--- config.mk ---
export PLATFORM = sky130hd
export DESIGN_NAME = wait_state_data_memory
export DESIGN_NICKNAME = d
export VERILOG_FILES = /design/src/rtl/wait_state_data_memory.sv
export SDC_FILE = /design/constraint.sdc
export NUM_CORES = 2
export LEC_CHECK = 0
export CAP_MARGIN = 15
export CORE_UTILIZATION = 60
export CTS_BUF_LIST = sky130_fd_sc_hd__clkbuf_2
export CTS_CLUSTER_DIAMETER = 50
export CTS_CLUSTER_SIZE = 30
export DETAILED_ROUTE_END_ITERATION = 6
export GPL_ROUTABILITY_DRIVEN = 1
export MAX_ROUTING_LAYER = met4
export PLACE_DENSITY = 0.74
export SYNTH_ARGS = -nofsm -noshare
export SYNTH_HDL_FRONTEND = slang
export SYNTH_SLANG_ARGS = --single-unit
--- constraint.sdc ---
create_clock -name clk -period 7.5 [get_ports clk]
set_input_delay 0.75 -clock clk [delete_from_list [all_inputs] [get_ports clk]]
set_output_delay 0.75 -clock clk [all_outputs]
set_load 0.03 [all_outputs]
--- src/rtl/wait_state_data_memory.sv ---
// Word-addressed data memory behind a valid/ready request port. Each accepted request
// waits WAIT_CYCLES cycles and is then served in a single access cycle.
module wait_state_data_memory #(
  parameter int DATA_W      = 32,
  parameter int ADDR_W      = 32,
  parameter int DEPTH       = 64,
  parameter int BASE_ADDR   = 1024,
  parameter int WAIT_CYCLES = 2
) (
  input  logic                clk,
  input  logic                rst,
  input  logic                req_valid,
  output logic                req_ready,
  input  logic                req_write,
  input  logic [ADDR_W-1:0]   req_addr,
  input  logic [DATA_W-1:0]   req_wdata,
  input  logic [DATA_W/8-1:0] req_be,
  output logic                rsp_valid,
  output logic [DATA_W-1:0]   rsp_rdata,
  output logic                rsp_err,
  output logic                busy
);

  localparam int BE_W  = DATA_W / 8;
  localparam int SHIFT = $clog2(BE_W);
  localparam int IDX_W = $clog2(DEPTH);
  localparam logic [ADDR_W-1:0] BASE       = ADDR_W'(BASE_ADDR);
  localparam logic [ADDR_W-1:0] ALIGN_MASK = ADDR_W'(BE_W - 1);
  localparam logic [ADDR_W-1:0] DEPTH_W    = ADDR_W'(DEPTH);
  localparam logic [3:0]        WAIT_LAST  = 4'((WAIT_CYCLES > 0) ? WAIT_CYCLES - 1 : 0);

  typedef enum logic [1:0] {
    S_IDLE,
    S_WAIT,
    S_ACCESS
  } state_t;

  state_t              state_q, state_d;
  logic [3:0]          cnt_q, cnt_d;
  logic                write_q, write_d;
  logic [ADDR_W-1:0]   addr_q, addr_d;
  logic [DATA_W-1:0]   wdata_q, wdata_d;
  logic [BE_W-1:0]     be_q, be_d;
  logic                rsp_valid_q, rsp_valid_d;
  logic [DATA_W-1:0]   rsp_rdata_q, rsp_rdata_d;
  logic                rsp_err_q, rsp_err_d;

  logic [DATA_W-1:0]   mem [DEPTH];
  logic [ADDR_W-1:0]   off;
  logic [ADDR_W-1:0]   word_off;
  logic [IDX_W-1:0]    idx;
  logic                addr_err;
  logic [DATA_W-1:0]   mem_word;
  logic [DATA_W-1:0]   merged_word;
  logic                mem_we;
  logic                accept;

  assign accept    = req_valid && (state_q == S_IDLE);
  assign req_ready = (state_q == S_IDLE);
  assign busy      = (state_q != S_IDLE);
  assign rsp_valid = rsp_valid_q;
  assign rsp_rdata = rsp_rdata_q;
  assign rsp_err   = rsp_err_q;

  // Out-of-window offsets leave nonzero bits above the index, so nothing aliases.
  always_comb begin
    off      = addr_q - BASE;
    word_off = off >> SHIFT;
    idx      = word_off[IDX_W-1:0];
    addr_err = (addr_q < BASE) || (word_off >= DEPTH_W) || ((addr_q & ALIGN_MASK) != '0);
  end

  always_comb begin
    mem_word    = mem[idx];
    merged_word = mem_word;
    for (int b = 0; b < BE_W; b++) begin
      if (be_q[b]) begin
        merged_word[8*b +: 8] = wdata_q[8*b +: 8];
      end
    end
    mem_we = (state_q == S_ACCESS) && write_q && !addr_err;
  end

  always_ff @(posedge clk) begin
    if (mem_we) begin
      mem[idx] <= merged_word;
    end
  end

  // Holding registers only change on an accept; contents are irrelevant while idle.
  always_comb begin
    write_d = write_q;
    addr_d  = addr_q;
    wdata_d = wdata_q;
    be_d    = be_q;
    if (accept) begin
      write_d = req_write;
      addr_d  = req_addr;
      wdata_d = req_wdata;
      be_d    = req_be;
    end
  end

  always_ff @(posedge clk) begin
    write_q <= write_d;
    addr_q  <= addr_d;
    wdata_q <= wdata_d;
    be_q    <= be_d;
  end

  always_comb begin
    state_d     = state_q;
    cnt_d       = cnt_q;
    rsp_valid_d = 1'b0;
    rsp_rdata_d = '0;
    rsp_err_d   = 1'b0;
    case (state_q)
      S_IDLE: begin
        if (req_valid) begin
          cnt_d = '0;
          if (WAIT_CYCLES > 0) begin
            state_d = S_WAIT;
          end else begin
            state_d = S_ACCESS;
          end
        end
      end
      S_WAIT: begin
        if (cnt_q == WAIT_LAST) begin
          cnt_d   = '0;
          state_d = S_ACCESS;
        end else begin
          cnt_d = cnt_q + 4'd1;
        end
      end
      S_ACCESS: begin
        state_d     = S_IDLE;
        rsp_valid_d = 1'b1;
        rsp_err_d   = addr_err;
        rsp_rdata_d = (!write_q && !addr_err) ? mem_word : '0;
      end
      default: begin
        state_d = S_IDLE;
        cnt_d   = '0;
      end
    endcase
  end

  always_ff @(posedge clk or posedge rst) begin
    if (rst) begin
      state_q     <= S_IDLE;
      cnt_q       <= '0;
      rsp_valid_q <= 1'b0;
      rsp_rdata_q <= '0;
      rsp_err_q   <= 1'b0;
    end else begin
      state_q     <= state_d;
      cnt_q       <= cnt_d;
      rsp_valid_q <= rsp_valid_d;
      rsp_rdata_q <= rsp_rdata_d;
      rsp_err_q   <= rsp_err_d;
    end
  end

endmodule

== Yosys cells after proc, flatten, opt, wreduce, memory -nomap -nowiden ==
Memory sizes are Yosys's and may differ from the RTL's.
Cells that the tools add are included.

* $add $sub $neg: 2
* Magnitude comparators: 2
* Eq/ne operators: 5
* Multiplexer cells: 16
* Bitwise logic cells: 1
* Reductions and logical operators: 13

{| class="wikitable"
|+ Operator list
! operator !! number
|-
| $mux 32 || 2
|-
| $lt 32x11->1 const B || 1
|-
| $mux 8 || 4
|-
| $reduce_bool 32->1 || 1
|-
| $sub 32x11->32 const B || 1
|-
| $ge 30x7->1 const B || 1
|-
| $pmux 4 s3 || 1
|-
| $mux 4 || 2
|-
| $add 4x1->4 const B || 1
|-
| $eq 4x1->1 const B || 1
|-
| $logic_and 1x1->1 || 4
|-
| $mux 1 || 4
|-
| $mux 2 || 2
|-
| $ne 2x2->1 const B || 2
|-
| $pmux 2 s2 || 1
|-
| $reduce_and 2->1 || 2
|-
| $eq 2x1->1 const B || 1
|-
| $eq 2x2->1 const B || 1
|-
| $logic_not 1->1 || 2
|-
| $logic_not 2->1 || 1
|-
| $logic_or 1x1->1 || 2
|-
| $reduce_bool 2->1 || 1
|-
| $not 1->1 || 1
|}

* Bits in registers: 109
* RAM bits: 2,048
* Bits of input ports: 72
* Output and inout bits: 36
* Memories: 1

{| class="wikitable"
|+ Memories
! memory !! words !! width !! rd ports !! clocked after Yosys merged registers in !! write ports !! RTL line !! text
|-
| mem || 64 || 32 || 1 || 0 || 1 || 48 || <nowiki>logic [DATA_W-1:0] mem [DEPTH];</nowiki>
|}

== Logic depth before layout (Yosys ltp) ==
* Depth after elaboration: 8
* Depth in mapped cells: 12
* Gate-level depth less buffers: 7

== Worst setup path after synthesis ==
OpenSTA, ideal clock, no wires.

* Path kind: register to register
* Start point: reg addr_q[15]
* End point: mem mem[56][0], enable pin
* Setup time: 0.502 ns
* Arrival: 4.965 ns
* Setup slack: 2.034 ns
* Stages on the path, launching flop included: 9
* Buffers on the path: 2
* Cells stage by stage: edfxtp_1 > nor4_2 > nand4_1 > or3b_1 > o21ai_0 > nand3_1 > buf_2 > buf_1 > nor4_1

* Cells in the longest elaborated chain, start to end: 8
* Elaborated cells between the ends (all ways): 9
* Classes of those cells: 1 x add/sub; 2 x order compare; 2 x mux; 4 x reduce/logical

{| class="wikitable"
|+ Ends and longest elaborated chain
! what !! RTL line !! text
|-
| from (decl) || 41 || <nowiki>logic [ADDR_W-1:0] addr_q, addr_d;</nowiki>
|-
| from (signal assigned) || 106 || <nowiki>addr_q <= addr_d;</nowiki>
|-
| $sub 32x11->32 || 67 || <nowiki>off = addr_q - BASE;</nowiki>
|-
| $ge 30x7->1 || 70 || <nowiki>addr_err = (addr_q < BASE) || (word_off >= DEPTH_W) || ((addr_q & ALIGN_MASK) != '0);</nowiki>
|-
| $logic_or 1x1->1 (*) (2 in a row) || 70 ||
|-
| $logic_not 1->1 (*) || 81 || <nowiki>mem_we = (state_q == S_ACCESS) && write_q && !addr_err;</nowiki>
|-
| $logic_and 1x1->1 (*) || 81 ||
|-
| $mux 1 (*) || 85 || <nowiki>if (mem_we) begin</nowiki>
|-
| $mux 1 (implied by the code) (*) || 86 || <nowiki>mem[idx] <= merged_word;</nowiki>
|-
| to (decl) || 48 ||
|}

Every way passes the cells marked *; elsewhere a longest branch is shown, timed or not.

== Worst setup path in the final report ==
* Start point: reg addr_q[4]
* End point: mem mem[60][27] (data pin)

* Cells in the longest elaborated chain, start to end: 3

{| class="wikitable"
|+ Ends and longest elaborated chain
! what !! RTL line !! text
|-
| $sub 32x11->32 || 67 ||
|-
| $mem_v2 64x32 || n/a ||
|-
| $mux 8 || 77 || <nowiki>if (be_q[b]) begin</nowiki>
|-
| via merged_word[27] || 54 || <nowiki>logic [DATA_W-1:0] merged_word;</nowiki>
|}

The timed path passes the listed nets, and every way through them passes these cells.

==> impl_metrics.ini <==
[finish]
layout.nets = 4839
multi_input_comb_area_um2 = 18000
instances_no_fill = 6713
utilization_pct = 66.6
area_delta_synth_final_pct = 10.0
drive_gt1_share_pct = 20.3
fillCellCount = 8957
design_area_um2 = 91900
ff_latch_area_um2 = 64600

[floorplanning]
die_h_um = 375
die_w_um = 375
start_util_pct = 60.6
core_area_um2 = 138000
dieArea_um2 = 141000
ios = 108
row_count = 136

[synth]
syn-cell-area_um2 = 83500
yosysWarnings = 0
yosys_register_bits = 2157
synth_cells = 4419
synth_cell_types = 83
ys.flop_type = edfxtp_1
async_reset_ff_share_pct = 1.85
ys_seq_area_share_pct = 77.4
syn_avg_cell_area_um2 = 18.9
synth_nets = 4493
synth_edf_count = 2117

[pwr]
pwr-share-comb_pct = 21.6
totalPowerFinal_mw = 26.1
irDropWorstVdd_v = 0.000194
p_int_mw = 17.8
p_sw_share_pct = 32.0
p_leak_nw = 29.3
p_sw_mw = 8.38
clkPwrFrac_pct = 21.5
seq_power_share_pct = 56.9
pwr_density_cell_nw_per_um2 = 285

[clock_network]
max-clock-path-buffers = 3
cts-root-buf = clkbuf_2
cts.htree.levels = 4
cts_tree = done
cts_resized = 0
cts_made_buffers = 155
cts_setup_buffers = 0
clkLatencyLatePin_ps = 2010
clock-sinks = 2157
hold_buffers = 139
clkTransAtPathRegs_ps = 300

[sta]
setup_slack_ps = 2030
fmax_mhz = 183
period_share_pct = 72.9
worstMarginPinSlew_ps = 1390
report.final.hold_viol_count = 0
finalSetupViolations = 0
fin_crit_ps = 5470
rsz0062_at_grt = no
maxSlewHeadroom_pct = 7.63
tns_ps = 0
slew_viol_final = 0
clock-skew-final_ps = 171
whs_ps = 122

[outcome]
status = finished with violations
violations = design-rule violations

[placed_design]
dp.cells = 6262
globalplace.congestion = 0.929
placed_area_um2 = 88000
port_buffers = 107
dp_hpwl_mm = 151
dpl_worst_slack_ps = 2770

[job]
cap_violations = 0

[grt]
grt_antenna_before_repair = 20
busiest_layer = met2
grt.met2_usage_pct = 55.6
grt_pass1_wl_mm = 371
grt_max_degree = 113
gr-usage-all-layers_pct = 39.9
use_met1_pct = 51.6
grt_overflow_total = 0
met3_usage_pct = 13.1
grt_pass1_vias = 47200

[routing]
drt_iter0_markers = 9894
ant_nets = 0
remaining_drc_errors = 3
firstDrtPassIters = 7
wl_mm = 273
wl_per_cell_um = 40.6
vias = 50000
viasPerCell = 7.45

[critical_path]
r2r.worst_path.cells = 9
worstPathMaxFanout = 74
endpoint_kind = register
path_class = register to register
worst_ep_required_time_ps = 9090
worstPathArrival_ps = 7060
cp-start-kind = register

[hold_path]
hold_depth = 4
holdCritPathClass = input port to register
[layer usage]
layer / share of wire [%] / wire (um)
met5: 0 / 0
met1: 32 / 88500
met3: 17 / 47400
met2: 43 / 117000
met4: 7.3 / 19900
[worst paths after layout]
check                           slack (ps)       endpoint       start
min in group asynchronous              370  rsp_rdata[14]         rst
worst max register to register        2030    mem[60][27]   addr_q[4]
worst min register to register         490     state_q[1]  state_q[1]
worst max-delay path                  2030    mem[60][27]   addr_q[4]
max in group asynchronous             6520       cnt_q[2]         rst
worst min-delay path                   120     state_q[0]   req_valid
[synth_stat cells, drive strengths merged (17+ instances only)]
cell type / instances / area (um2)
a21oi: 102 / 510
a221o: 58 / 581
a221oi: 154 / 1360
a22o: 32 / 280
a22oi: 110 / 826
a31oi: 28 / 175
buf: 210 / 1350
clkbuf: 97 / 364
dfrtp: 40 / 1000
edfxtp: 2117 / 63600
mux2: 174 / 1970
mux2i: 305 / 3050
mux4: 153 / 3450
nand2: 123 / 464
nand2b: 17 / 106
nand3: 23 / 115
nor2: 112 / 423
nor4: 72 / 463
o21ai: 87 / 435
o22a: 25 / 219
o22ai: 125 / 782
o2bb2ai: 34 / 298
[sequential cells by signal (all words and copies together), names as in the netlist]
signal	count
wdata_q	32
rsp_valid	1
cnt_q	4
rsp_rdata	32
state_q	2
rsp_err	1
write_q	1
addr_q	32
mem	2048
be_q	4
[final cells by class]
| type | count | share of cell area, % |
|---|---|---|
| clock buffer | 166 | 0.904 |
| tap | 1794 | 2.44 |
| antenna | 23 | 0.0627 |
| sequential | 2157 | 70.3 |
| inverter | 13 | 0.0667 |
| timing repair buffer | 496 | 4.94 |
| multi-input combinational | 1942 | 19.6 |
| clock inverter | 122 | 1.69 |
[logic make-up after synthesis]
kind of cell             Yosys count  share of synthesized area [%]
multiplexers                     632                           10.1
AO/OA/AOI/OAI                    850                           7.55
AND/OR/NAND/NOR                  455                           2.78
adder cells (fa/ha/maj)            2                         0.0300
flip-flops                      2157                           77.4
XOR/XNOR                           3                         0.0315
buffers and inverters            320                           2.11
[critical path, stage by stage, from the launching register on]
cell	delay, ps
edfxtp_1	950
buf_12	470
nor2_4	280
buf_4	370
a32o_1	330
a211oi_1	570
o22ai_1	290
nor4_2	1100
a21oi_4	250
buf_4	390
[power groups by stage]
stage          combinational (mW)  sequential, mW  clock [mW]
2_1_floorplan                3.15            15.2           0
3_3_place_gp                 5.17            15.1           0
3_5_place_dp                 5.32            15.1           0
4_1_cts                      5.38            14.9        5.62
5_1_grt                      5.73            14.9        6.01
6_report                     5.64            14.9        5.63
[cell usage in the layout (no fill, tap or decap), drive strengths merged, types with 13 or more instances in the layout]
| cell type | netlist | layout |
|---|---|---|
| dfrtp | 40 | 40 |
| a221o | 58 | 58 |
| nand3 | 23 | 23 |
| a221oi | 154 | 154 |
| nor2b | 15 | 15 |
| mux2 | 174 | 174 |
| dlygate4sd3 | 0 | 139 |
| diode | 0 | 23 |
| nand2b | 17 | 17 |
| bufinv | 0 | 14 |
| a211oi | 14 | 14 |
| nor4 | 72 | 72 |
| edfxtp | 2117 | 2117 |
| and3 | 13 | 13 |
| o22a | 25 | 25 |
| nor2 | 112 | 112 |
| a22oi | 110 | 110 |
| o22ai | 125 | 125 |
| clkdlybuf4s50 | 0 | 107 |
| buf | 210 | 250 |
| nand2 | 123 | 123 |
| o221ai | 15 | 15 |
| clkinv | 0 | 43 |
| inv | 13 | 73 |
| mux4 | 153 | 153 |
| clkbuf | 97 | 166 |
| a22o | 32 | 32 |
| o2bb2ai | 34 | 34 |
| mux2i | 305 | 305 |
| a31oi | 28 | 28 |
| o21ai | 87 | 87 |
| a21oi | 102 | 102 |
(Power assumes the default switching activity.)
